`src/rtl/pam4_sym_src_pkg.sv`:
```
// Shared PAM4 transmit defines: symbol width, level constants, PRBS15 step and bit-pair mapping.
// Mapping follows PAM4_GRAY_MAP_EN when defined, natural binary otherwise.
package pam4_sym_src_pkg;

    localparam int unsigned SYM_W = 18;

    typedef logic signed [SYM_W-1:0] sym_t;
    typedef logic [14:0]             lfsr_t;

    localparam sym_t SYMBOL_N2 = sym_t'(-98304);
    localparam sym_t SYMBOL_N1 = sym_t'(-32768);
    localparam sym_t SYMBOL_P1 = sym_t'(32768);
    localparam sym_t SYMBOL_P2 = sym_t'(98304);

    function automatic lfsr_t lfsr_step(input lfsr_t s);
        return {s[13:0], s[14] ^ s[13]};
    endfunction

    function automatic sym_t pam4_level(input logic [1:0] bits);
        sym_t lvl;
        lvl = SYMBOL_N2;
        case (bits)
            2'b00: lvl = SYMBOL_N2;
            2'b01: lvl = SYMBOL_N1;
`ifdef PAM4_GRAY_MAP_EN
            2'b11: lvl = SYMBOL_P1;
            2'b10: lvl = SYMBOL_P2;
`else
            2'b10: lvl = SYMBOL_P1;
            2'b11: lvl = SYMBOL_P2;
`endif
            default: lvl = SYMBOL_N2;
        endcase
        return lvl;
    endfunction

endpackage

```
`src/rtl/pam4_sym_src_lfsr.sv`:
```
// PRBS15 Fibonacci generator advancing two bits per enabled step; seed load wins over step.
module prbs15_lfsr
    import pam4_sym_src_pkg::*;
#(
    parameter logic [14:0] SEED = 15'h7FFF
) (
    input  logic        clk,
    input  logic        reset,
    input  logic        step_en,
    input  logic        seed_load,
    output logic [14:0] state,
    output logic        bit_out
);

    lfsr_t state_q, state_d;

    always_comb begin
        state_d = state_q;
        if (seed_load)
            state_d = SEED;
        else if (step_en)
            state_d = lfsr_step(lfsr_step(state_q));
    end

    always_ff @(posedge clk or posedge reset) begin
        if (reset)
            state_q <= SEED;
        else
            state_q <= state_d;
    end

    assign state   = state_q;
    assign bit_out = state_q[14] ^ state_q[13];

endmodule

```
`src/rtl/pam4_sym_src.sv`:
```
// PAM4 PRBS symbol source with sample/symbol strobes and frame marker.
// Level mapping selected by macro PAM4_GRAY_MAP_EN (Gray when defined, natural binary otherwise).
module pam4_sym_src
    import pam4_sym_src_pkg::*;
#(
    parameter int unsigned CLK_PER_SAM = 4,
    parameter int unsigned FRAME_LEN   = 1024,
    parameter logic [14:0] LFSR_SEED   = 15'h7FFF
) (
    input  logic        clk,
    input  logic        reset,
    input  logic        run,
    output logic        sam_clk_en,
    output logic        sym_clk_en,
    output logic [1:0]  sym_bits,
    output logic [17:0] sym_out,
    output logic        frame_start
);

    localparam logic [3:0]  CLK_LAST   = 4'(CLK_PER_SAM - 1);
    localparam logic [15:0] FRAME_LAST = 16'(FRAME_LEN - 1);

    logic [3:0]  clk_cnt_q, clk_cnt_d;
    logic [1:0]  sam_cnt_q, sam_cnt_d;
    logic        sam_en_q, sam_en_d;
    logic        sym_en_q, sym_en_d;
    logic [15:0] frame_cnt_q, frame_cnt_d;
    logic [1:0]  bits_q, bits_d;
    sym_t        out_q, out_d;
    logic        fs_q, fs_d;

    logic        sam_tick;
    logic        lfsr_step_en;
    logic        lfsr_load;
    logic [14:0] lfsr_state;
    logic        lfsr_bit;

    prbs15_lfsr #(
        .SEED (LFSR_SEED)
    ) u_lfsr (
        .clk       (clk),
        .reset     (reset),
        .step_en   (lfsr_step_en),
        .seed_load (lfsr_load),
        .state     (lfsr_state),
        .bit_out   (lfsr_bit)
    );

    // Strobes are registered: the tick seen in cycle k-1 raises the strobe after edge k.
    always_comb begin
        sam_tick  = (clk_cnt_q == CLK_LAST);
        clk_cnt_d = sam_tick ? '0 : clk_cnt_q + 4'd1;
        sam_cnt_d = sam_tick ? sam_cnt_q + 2'd1 : sam_cnt_q;
        sam_en_d  = sam_tick;
        sym_en_d  = sam_tick && (sam_cnt_q == 2'd3);

        lfsr_load    = sym_en_q && (lfsr_state == '0);
        lfsr_step_en = sym_en_q && run;

        frame_cnt_d = frame_cnt_q;
        bits_d      = bits_q;
        out_d       = out_q;
        fs_d        = fs_q;
        if (sym_en_q) begin
            if (run) begin
                // Second bit is the feedback of the once-stepped state.
                bits_d      = {lfsr_bit, lfsr_state[13] ^ lfsr_state[12]};
                out_d       = pam4_level(bits_d);
                fs_d        = (frame_cnt_q == '0);
                frame_cnt_d = (frame_cnt_q == FRAME_LAST) ? '0 : frame_cnt_q + 16'd1;
            end else begin
                bits_d      = '0;
                out_d       = '0;
                fs_d        = 1'b0;
                frame_cnt_d = '0;
            end
        end
    end

    always_ff @(posedge clk or posedge reset) begin
        if (reset) begin
            clk_cnt_q   <= '0;
            sam_cnt_q   <= '0;
            sam_en_q    <= 1'b0;
            sym_en_q    <= 1'b0;
            frame_cnt_q <= '0;
            bits_q      <= '0;
            out_q       <= '0;
            fs_q        <= 1'b0;
        end else begin
            clk_cnt_q   <= clk_cnt_d;
            sam_cnt_q   <= sam_cnt_d;
            sam_en_q    <= sam_en_d;
            sym_en_q    <= sym_en_d;
            frame_cnt_q <= frame_cnt_d;
            bits_q      <= bits_d;
            out_q       <= out_d;
            fs_q        <= fs_d;
        end
    end

    assign sam_clk_en  = sam_en_q;
    assign sym_clk_en  = sym_en_q;
    assign sym_bits    = bits_q;
    assign sym_out     = out_q;
    assign frame_start = fs_q;

endmodule

```
`config.mk`:
```
export PLATFORM = sky130hd
export DESIGN_NAME = pam4_sym_src
export DESIGN_NICKNAME = d
export VERILOG_FILES = /design/src/rtl/pam4_sym_src_pkg.sv /design/src/rtl/pam4_sym_src_lfsr.sv /design/src/rtl/pam4_sym_src.sv
export SDC_FILE = /design/constraint.sdc
export NUM_CORES = 1
export LEC_CHECK = 0
export BUFFER_PORTS_ARGS = -buffer_cell sky130_fd_sc_hd__buf_2
export CELL_PAD_IN_SITES_DETAIL_PLACEMENT = 0
export CELL_PAD_IN_SITES_GLOBAL_PLACEMENT = 1
export CORE_ASPECT_RATIO = 0.6
export CORE_UTILIZATION = 49
export CTS_CLUSTER_SIZE = 16
export DETAILED_ROUTE_END_ITERATION = 7
export HOLD_SLACK_MARGIN = 0.08
export PLACE_DENSITY_LB_ADDON = 0.1
export SYNTH_ARGS = -nofsm -noshare
export SYNTH_HDL_FRONTEND = slang
export SYNTH_SLANG_ARGS = --single-unit
```
`constraint.sdc`:
```
create_clock -name clk -period 2.9 [get_ports clk]
set_input_delay 0.29 -clock clk [delete_from_list [all_inputs] [get_ports clk]]
set_output_delay 0.29 -clock clk [all_outputs]
set_load 0.03 [all_outputs]
```
==> impl_metrics.ini <==
[placement]
io_buffers = 10
dp.cells = 299
place_congestion = 0.8681
place_ws_ns = 0.6702
placed_cell_area_mm2 = 0.002386
place.detailed.hpwl_um = 3467

[global_route]
grt_usage_pct = 20.83
grt_pass1_wl_um = 8293
grt_start_max_net_pins = 45
overflow = 0
first_global_vias = 1675
antenna_found_initial = 0

[floorplan]
die_w_um = 90.97
fp.dieH_um = 55.38
initial_core_util_pct = 53.82
ios = 26
row_count = 18
coreArea_mm2 = 0.004324
die_area_mm2 = 0.005038

[sta]
slew_headroom_pct = 55.43
final-hold-violation-count = 0
maxSlewViolCount = 0
period_share_pct = 79.33
fin_skew_ns = 0.005334
finalSetupViolations = 0
rsz0062_at_grt = false
min_period_ns = 2.301
fin_tns_setup_ns = 0
max_freq_mhz = 434.7
worst_pin_slew_ns = 0.6664
worst_slack_ns = 0.5994

[drt]
viasPerCell = 5.893
wl_um = 4956
vias = 1809
dr.pass1.iters = 5
first_iter_violations = 142
drc = 0
wl_per_cell_um = 16.14
ant_nets = 0

[synth]
async_reset_ff_share_pct = 100.0
netlist_area_mm2 = 0.002327
synth_edf_count = 0
yosysWarnings = 0
yosysUniqueCellTypes = 50
synth_seq_cells = 44
synth_ff_type = dfrtp_1
yosysSeqAreaShare_pct = 48.12
syn_area_per_cell_um2 = 9.903
synthCells = 235

[pwr]
max-vdd-ir-drop_v = 0.0002967
p_per_area_mw_per_mm2 = 501.6
p_leak_nw = 1.097

[worst_setup_path]
critPathKind = flip-flop to flip-flop
arrival_ns = 2.48
crit_path_end_kind = flip-flop
start_kind = flip-flop
path_max_fanout = 9
worstPathRequired_ns = 3.08

[hold_path]
hold_class = input pin to asynchronous set/reset pin

[cells_and_area]
drive_gt1_share_pct = 20.65
final_cell_area_mm2 = 0.002489
stdcell_count = 307
areaGrowthSynthToFinish_pct = 6.936
num_antenna_cells = 0
final_common_cell = nand2_1
final_cell_mix = nand2_1, dfrtp_1, nand3_1, conb_1, dfstp_2
final_nets = 254

[outcome]
status = finished clean

[clock_tree]
cts_setup_buffers = 0
cts_root_buffer = clkbuf_8
post_cts_resized = 0
clk_pin_slew_ns = 0.08
clock-sinks = 44
cts_buffers = 5
cts_hold_buf = 0
cts_tree = built
h-tree-depth = 2
clock_latency_ns = 0.29
clk_path_buf_depth = 2

[flow_run]
max_cap_violations = 0
## cell families (layout without fill, tap and decap cells)
logic type / after synthesis / after routing / synth area share [%]
mux: 4 / 4 / 1.828
other cells: 1 / 15 / 0.1611
compound gates: 41 / 41 / 14.25
fa+ha+maj: 5 / 5 / 2.688
simple gates: 96 / 96 / 21.94
xor+xnor: 5 / 5 / 1.882
buf+inv: 39 / 37 / 9.140
flops: 44 / 44 / 48.12
## final timing paths
check	endpoint	slack, ns	cells after the start	from
max reg2reg	frame_cnt_q[0]	0.60	6	frame_cnt_q[1]
min	sym_clk_en	0.11	3	reset
min in group clk	frame_cnt_q[10]	0.33	3	run
max	frame_cnt_q[0]	0.60	6	frame_cnt_q[1]
min reg2reg	clk_cnt_q[0]	0.47	1	clk_cnt_q[0]
max in group asynchronous	u_lfsr.state[13]	2.41	3	reset
## where the power goes
part           switching (mW)  internal (mW)
Clock                   0.212          0.221
Combinational          0.0866         0.0367
Sequential             0.0296          0.662
## worst max-delay path, cell delays in order, from the launching register on
cell and delay [ns]:
dfrtp_1 0.44, ha_1 0.29, nand4_1 0.25, nor3_2 0.47, buf_4 0.26, a21oi_2 0.13, mux2_2 0.34
## sequential cells by signal, indices dropped and copies added, names as in the netlist
signal and count:
clk_cnt_q 4, frame_cnt_q 16, frame_start 1, sam_clk_en 1, sam_cnt_q 2, sym_bits 1
sym_clk_en 1, sym_out 3, u_lfsr.state 15
## synthesized netlist by cell type, drive strengths merged (2+ instances only)
cell     number  share of area (%)
a2111oi       2               0.75
a211oi       10                3.2
a22o          4                1.5
and2          2               0.59
buf          19                5.9
clkbuf        7                1.1
dfrtp        29                 31
dfstp        15                 17
ha            5                2.7
inv          12                1.9
mux2          2               0.97
mux2i         2               0.86
nand2        37                6.0
nand3        23                5.2
nand4         5                1.6
nor2          5               0.81
nor3          6                2.0
nor4          8                2.2
o211ai        4                1.3
o21ai         2               0.43
o22a          6                2.3
o22ai         2               0.54
o2bb2ai       2               0.75
or4           4                1.6
xnor2         3                1.1
xor2          2               0.75
## cell type report
type	instances	area [um^2]
multi-input cells	166	1047
repair buffers	16	95.09
fillers	371	1836
flip-flops and latches	44	1120
well taps	60	75.07
clock buffers	7	97.59
inverters	13	48.80
clock inverters	1	5.005
## per-stage QoR
step | power (mW) | util, % | hold slack (ns)
finish | 1.248 | 57.55 | 0.1117
global route | 1.309 | 57.55 | 0.1798
CTS | 1.257 | 57.55 | 0.1347
detailed placement | 0.8266 | 55.18 | 0.4542
global placement | 0.8228 | 55.18 | 0.4455
floorplan | 0.8142 | - | 0.4331
## per-layer routing
metal	vias up	global-route usage (%)	part of all wire [%]
li1	848	-	-
met1	877	32.63	51
met2	80	29.00	41
met3	4	4.545	6.5
met4	0	4.762	0.69
met5	-	0	0
No activity file was read; power rests on OpenSTA's default activity.
